--- src/rtl/seq_det_pkg.sv ---
// Shared types for the sequence detector and its hit collector.
// Latency: n/a (types and constants only).
// Backpressure: n/a.
package seq_det_pkg;

    // Detector MODE encodings
    typedef enum logic [1:0] {
        MODE_ASC  = 2'd0,
        MODE_DESC = 2'd1,
        MODE_EQ   = 2'd2,
        MODE_OFF  = 2'd3
    } mode_t;

    // Occupancy state of the hit FIFO
    typedef enum logic [1:0] {
        EMPTY   = 2'd0,
        PARTIAL = 2'd1,
        FULL    = 2'd2
    } occ_state_t;

    // One buffered hit: the mode that produced it and the completing value
    typedef struct packed {
        logic [1:0] mode;
        logic [3:0] data;
    } hit_entry_t;

    localparam int HIT_W    = $bits(hit_entry_t);
    localparam int TSTAMP_W = 16;

endpackage

--- src/rtl/seq_hit_fifo.sv ---
// Generic synchronous first-word-fall-through FIFO with occupancy FSM and level.
// Latency: a push into an empty FIFO is visible at the head one cycle later.
// Backpressure: push while full is refused unless a pop happens in the same cycle.
module seq_hit_fifo
    import seq_det_pkg::*;
#(
    parameter  int W     = 6,
    parameter  int DEPTH = 8,
    localparam int PTR_W = $clog2(DEPTH),
    localparam int LVL_W = $clog2(DEPTH) + 1
) (
    input  logic             SYSCLK,
    input  logic             RST,
    input  logic             push_vld,
    input  logic [W-1:0]     push_dat,
    input  logic             pop_rdy,
    output logic [W-1:0]     rd_dat,
    output logic             full,
    output logic             empty,
    output logic [LVL_W-1:0] level
);

    occ_state_t       state_q;
    occ_state_t       state_d;
    logic [W-1:0]     mem [DEPTH];
    logic [PTR_W-1:0] wr_ptr_q;
    logic [PTR_W-1:0] rd_ptr_q;
    logic [LVL_W-1:0] level_q;
    logic             pop_ok;
    logic             push_ok;

    // A pop needs a stored entry; a push into a full FIFO only fits if the head leaves
    assign pop_ok  = pop_rdy && (state_q != EMPTY);
    assign push_ok = push_vld && ((state_q != FULL) || pop_ok);

    // Occupancy state register
    always_ff @(posedge SYSCLK) begin
        if (RST) begin
            state_q <= EMPTY;
        end else begin
            state_q <= state_d;
        end
    end

    // Occupancy next state; simultaneous push and pop never change it
    always_comb begin
        state_d = state_q;
        case (state_q)
            EMPTY: begin
                if (push_ok) state_d = PARTIAL;
            end
            PARTIAL: begin
                if (push_ok && !pop_ok && (level_q == LVL_W'(DEPTH - 1)))
                    state_d = FULL;
                else if (pop_ok && !push_ok && (level_q == LVL_W'(1)))
                    state_d = EMPTY;
            end
            FULL: begin
                if (pop_ok && !push_ok) state_d = PARTIAL;
            end
            default: state_d = EMPTY;
        endcase
    end

    // Status and head outputs; the head reads zero when nothing is stored
    always_comb begin
        full   = (state_q == FULL);
        empty  = (state_q == EMPTY);
        level  = level_q;
        rd_dat = empty ? '0 : mem[rd_ptr_q];
    end

    // Pointers wrap naturally because DEPTH is a power of two
    always_ff @(posedge SYSCLK) begin
        if (RST) begin
            wr_ptr_q <= '0;
            rd_ptr_q <= '0;
            level_q  <= '0;
        end else begin
            if (push_ok) wr_ptr_q <= wr_ptr_q + 1'b1;
            if (pop_ok)  rd_ptr_q <= rd_ptr_q + 1'b1;
            if (push_ok && !pop_ok)      level_q <= level_q + 1'b1;
            else if (pop_ok && !push_ok) level_q <= level_q - 1'b1;
        end
    end

    // Storage array; contents are meaningless until written, so no reset
    always_ff @(posedge SYSCLK) begin
        if (push_ok) mem[wr_ptr_q] <= push_dat;
    end

endmodule

--- src/rtl/seq_hit_collector.sv ---
// Buffers detector hits in a FIFO, keeps saturating per-mode counters and a sticky drop flag.
// Latency: a hit into an empty FIFO appears on HIT_VALID/HIT_DATA one cycle later.
// Backpressure: HIT_READY low holds the head; hits arriving while full are dropped and flagged.
// Optional: SEQ_HIT_COLLECTOR_TSTAMP_EN adds a 16-bit cycle stamp per entry on HIT_TSTAMP.
module seq_hit_collector
    import seq_det_pkg::*;
#(
    parameter  int DEPTH = 8,
    parameter  int CNT_W = 8,
    localparam int LVL_W = $clog2(DEPTH) + 1
) (
    input  logic             SYSCLK,
    input  logic             RST,
    input  logic             DET_VALID,
    input  logic [3:0]       DET_DATA,
    input  logic [1:0]       DET_MODE,
    input  logic             CLR,
    output logic             HIT_VALID,
    input  logic             HIT_READY,
    output logic [5:0]       HIT_DATA,
    output logic [CNT_W-1:0] HIT_CNT0,
    output logic [CNT_W-1:0] HIT_CNT1,
    output logic [CNT_W-1:0] HIT_CNT2,
    output logic [LVL_W-1:0] LEVEL,
    output logic             OVERFLOW
`ifdef SEQ_HIT_COLLECTOR_TSTAMP_EN
    ,
    output logic [TSTAMP_W-1:0] HIT_TSTAMP
`endif
);

`ifdef SEQ_HIT_COLLECTOR_TSTAMP_EN
    localparam int FIFO_W = HIT_W + TSTAMP_W;
`else
    localparam int FIFO_W = HIT_W;
`endif

    hit_entry_t        push_entry;
    hit_entry_t        head_entry;
    logic [FIFO_W-1:0] push_dat;
    logic [FIFO_W-1:0] rd_dat;
    logic              fifo_full;
    logic              fifo_empty;
    logic              hit_push;
    logic              hit_pop;
    logic              hit_drop;
    logic [CNT_W-1:0]  cnt_q [3];
    logic              overflow_q;

    // MODE_OFF hits are ignored entirely
    assign hit_push   = DET_VALID && (mode_t'(DET_MODE) != MODE_OFF);
    assign hit_pop    = HIT_READY && !fifo_empty;
    assign hit_drop   = hit_push && fifo_full && !hit_pop;
    assign push_entry = '{mode: DET_MODE, data: DET_DATA};

`ifdef SEQ_HIT_COLLECTOR_TSTAMP_EN
    logic [TSTAMP_W-1:0] tstamp_q;

    // Free-running cycle stamp captured alongside each entry
    always_ff @(posedge SYSCLK) begin
        if (RST) tstamp_q <= '0;
        else     tstamp_q <= tstamp_q + 1'b1;
    end

    assign push_dat                 = {tstamp_q, push_entry};
    assign {HIT_TSTAMP, head_entry} = rd_dat;
`else
    assign push_dat   = push_entry;
    assign head_entry = hit_entry_t'(rd_dat);
`endif

    seq_hit_fifo #(
        .W     (FIFO_W),
        .DEPTH (DEPTH)
    ) u_fifo (
        .SYSCLK   (SYSCLK),
        .RST      (RST),
        .push_vld (hit_push),
        .push_dat (push_dat),
        .pop_rdy  (HIT_READY),
        .rd_dat   (rd_dat),
        .full     (fifo_full),
        .empty    (fifo_empty),
        .level    (LEVEL)
    );

    assign HIT_VALID = !fifo_empty;
    assign HIT_DATA  = head_entry;

    // Per-mode saturating counters; clear beats a same-cycle hit, dropped hits still count
    always_ff @(posedge SYSCLK) begin
        for (int m = 0; m < 3; m++) begin
            if (RST || CLR) begin
                cnt_q[m] <= '0;
            end else if (hit_push && (DET_MODE == 2'(m)) && (cnt_q[m] != '1)) begin
                cnt_q[m] <= cnt_q[m] + 1'b1;
            end
        end
    end

    // Sticky drop flag; clear beats a same-cycle drop
    always_ff @(posedge SYSCLK) begin
        if (RST || CLR)    overflow_q <= 1'b0;
        else if (hit_drop) overflow_q <= 1'b1;
    end

    assign HIT_CNT0 = cnt_q[0];
    assign HIT_CNT1 = cnt_q[1];
    assign HIT_CNT2 = cnt_q[2];
    assign OVERFLOW = overflow_q;

endmodule

--- config.mk ---
export PLATFORM = sky130hd
export DESIGN_NAME = seq_hit_collector
export DESIGN_NICKNAME = d
export VERILOG_FILES = /design/src/rtl/seq_det_pkg.sv /design/src/rtl/seq_hit_fifo.sv /design/src/rtl/seq_hit_collector.sv
export SDC_FILE = /design/constraint.sdc
export NUM_CORES = 1
export LEC_CHECK = 0
export CAP_MARGIN = 0
export CORE_MARGIN = 1
export CORE_UTILIZATION = 44
export DETAILED_ROUTE_END_ITERATION = 7
export GPL_ROUTABILITY_DRIVEN = 0
export GPL_TIMING_DRIVEN = 0
export PLACE_DENSITY = 0.61
export SETUP_SLACK_MARGIN = 0.1
export SYNTH_ARGS = -nofsm -noshare
export SYNTH_HDL_FRONTEND = slang
export SYNTH_SLANG_ARGS = --single-unit
--- constraint.sdc ---
create_clock -name SYSCLK -period 2.3 [get_ports SYSCLK]
set_input_delay 0.46 -clock SYSCLK [delete_from_list [all_inputs] [get_ports SYSCLK]]
set_output_delay 0.46 -clock SYSCLK [all_outputs]
set_load 0.01 [all_outputs]
==> results.json <==
{
  "syn_area_mm2": 0.00390,
  "async_reset_ff_frac": 0,
  "drcViolationCount": 0,
  "grt_overflow": 0,
  "grt_pass1_wl_mm": 11.8,
  "portBuffers": 46,
  "whs_ns": 0.498,
  "nNetsFinal": 367,
  "io_pins": 47,
  "dp_hpwl_mm": 4.96,
  "cts-buffers-inserted": 9,
  "slew_headroom": 0.509,
  "ys_ff_latch": 88,
  "min_path_type": "flip-flop to flip-flop",
  "netlist_instances": 288,
  "die_height_um": 96.2,
  "grt_pass1_vias": 2393,
  "netlist_top_cells_count": "edfxtp_1 (72), nor2_1 (53), dfxtp_1 (16)",
  "synthDistinctLibCells": 45,
  "synth_ff_type": "edfxtp_1",
  "syn_nets": 307,
  "clkSinkCount": 88,
  "syn_to_final_growth_pct": 22.6,
  "diodes": 0,
  "track_usage": 0.176,
  "outcome": "completed",
  "die_w_um": 96.2,
  "cp-start-kind": "flip-flop",
  "cts_root_buffer": "clkbuf_8",
  "timing.fmax_ghz": 0.455,
  "dieArea_mm2": 0.00925,
  "cellPowerDensity_mw_per_mm2": 671,
  "viasPerCell": 5.32,
  "fp-row-count": 33,
  "avgSynthCellArea_um2": 13.5,
  "cp.arrival_ns": 1.74,
  "drtPass1Iterations": 5,
  "p_total_mw": 3.21,
  "vias": 2436,
  "grt_setup_unrepaired": "true",
  "synth-edff-count": 72,
  "finalNonFillerCells": 458,
  "cts.path.max_buffers": 2,
  "endpoint_kind": "primary output",
  "start_util": 0.465,
  "min_period_ns": 2.20,
  "path_max_fanout": 3,
  "hold_start": "u_fifo.rd_ptr_q[1]$_SDFFE_PP0P_",
  "clkTransAtPathRegs_ns": 0.08,
  "maxSlewViolCount": 0,
  "n_fill_cell": 696,
  "routedWlPerCell_um": 16.3,
  "drive_gt1_frac": 0.164,
  "r2r_slack_ns": 0.22,
  "antenna_found_initial": 0,
  "maxCapViolations": 0,
  "cts_tree": "yes",
  "worstSetupPathType": "flip-flop to primary output",
  "synth_top_area_cell": "edfxtp_1",
  "p_leak_nw": 1.59,
  "dp.cells": 439,
  "drtAntennaViolNets": 0,
  "core_area_mm2": 0.00838,
  "r2r_start": "cnt_q[0][0]$_SDFFCE_PN0P_",
  "fin_skew_ns": 0.0111,
  "period_share": 0.955,
  "htreeDepth": 3,
  "max-vdd-ir-drop_v": 0.000249,
  "synth_top_area_share": 0.554,
  "ys_seq_area_frac": 0.636,
  "final_hold_viol_count": 0,
  "cp.required_ns": 1.84,
  "first_iter_violations": 126,
  "finalSetupViolCount": 0,
  "grt_max_degree": 16,
  "drt-total-wl_mm": 7.48,
  "tightest_slew_ns": 0.731,
  "ys_warn_count": 0,
  "synth.most_common_cell": "edfxtp_1",
  "synthTopCellsByArea": "edfxtp_1 (55%), dfxtp_1 (8.2%), mux4_2 (6.9%)",
  "worstSkewPairLatency_ns": 0.35
}
-- metrics by stage --
stage / utilization / setup TNS [ns] / setup slack, ns / area [um^2]
3_5_place_dp: 0.536 / -38.33 / -0.925 / 4490
4_1_cts: 0.573 / 0 / 0.0373 / 4800
5_1_grt: 0.571 / 0 / 0.0109 / 4780
2_1_floorplan: - / 0 / 0.191 / 3900
6_report: 0.571 / 0 / 0.103 / 4780
3_3_place_gp: 0.536 / -37.54 / -0.940 / 4490
-- per-layer routing --
layer  GRT usage  up-vias  wire length (um)
li1            -     1185                 -
met4      0.0597        0                59
met3      0.0442        4               359
met5           0        -                 0
met1       0.225     1200              3350
met2       0.290       47              3700
-- repair_timing --
| item | 4_1_cts | 5_1_grt |
|---|---|---|
| setup endpoints to repair | 72 | 18 |
| gates resized for setup | 51 | 2 |
| cloned | 1 | 0 |
| hold buffers | 0 | 0 |
| setup buffers | 3 | 0 |
| pin swaps | 2 | 4 |
-- final timing paths --
check / endpoint / depth (start not counted)
setup / recovery: HIT_DATA[5] / 5
hold / removal: u_fifo.rd_ptr_q[1]$_SDFFE_PP0P_ / 2
setup reg to reg: cnt_q[0][6]$_SDFFCE_PN0P_ / 4
hold reg to reg: u_fifo.rd_ptr_q[1]$_SDFFE_PP0P_ / 2
-- state kept, by name (all words and copies together) (netlist names), named ones only --
register and cells:
u_fifo.level 4, u_fifo.rd_ptr_q 3, cnt_q 24, u_fifo.state_q 2, u_fifo.mem 48, OVERFLOW 1, u_fifo.wr_ptr_q 3
-- critical path: stages (launching register included) --
cell,delay (ns)
dfxtp_4,0.39
buf_4,0.14
mux4_2,0.49
mux2i_1,0.18
nor2_1,0.06
buf_2,0.14
-- final cells by class --
type / count / area (um^2) / share of cell area
buffer: 9 / 63.8 / 0.0133
clock buffer: 11 / 131 / 0.0275
clock inverter: 5 / 56.3 / 0.0118
inverter: 6 / 22.5 / 0.00471
multi-input combinational: 185 / 1420 / 0.296
sequential: 88 / 2490 / 0.520
tap: 105 / 131 / 0.0275
timing repair buffer: 49 / 475 / 0.0994
-- where the power goes --
| part | switching (mW) | total [mW] | leakage (nW) | internal (mW) |
|---|---|---|---|---|
| registers | 0.0493 | 1.82 | 0.836 | 1.77 |
| clock network | 0.539 | 1.04 | 0.0982 | 0.505 |
| logic | 0.165 | 0.343 | 0.660 | 0.178 |
-- cell families after synthesis --
logic type / after synthesis / synth area share
XOR/XNOR: 21 / 0.0471
buffers and inverters: 15 / 0.0173
AO/OA/AOI/OAI: 27 / 0.0516
multiplexers: 21 / 0.0930
flip-flops: 88 / 0.636
AND/OR/NAND/NOR: 108 / 0.129
adder cells (fa/ha/maj): 8 / 0.0257
-- placed cells by master, fill, tap and decap left out, types with 3 or more instances in the layout --
| cell type | count |
|---|---|
| nor2_1 | 46 |
| nor2b_1 | 4 |
| dfxtp_1 | 15 |
| ha_1 | 8 |
| buf_12 | 3 |
| edfxtp_1 | 72 |
| nor2_2 | 3 |
| buf_2 | 8 |
| nor3_1 | 6 |
| and2_1 | 3 |
| xnor2_1 | 10 |
| clkbuf_1 | 6 |
| clkdlybuf4s50_1 | 38 |
| nand2b_1 | 4 |
| a21oi_1 | 7 |
| inv_1 | 6 |
| o21ai_1 | 3 |
| nand3_1 | 7 |
| clkbuf_8 | 9 |
| mux2i_1 | 7 |
| nand2_1 | 15 |
| nor2_4 | 4 |
| mux4_2 | 12 |
| xor2_1 | 11 |
Note: power is estimated with default switching activity, not from simulation.
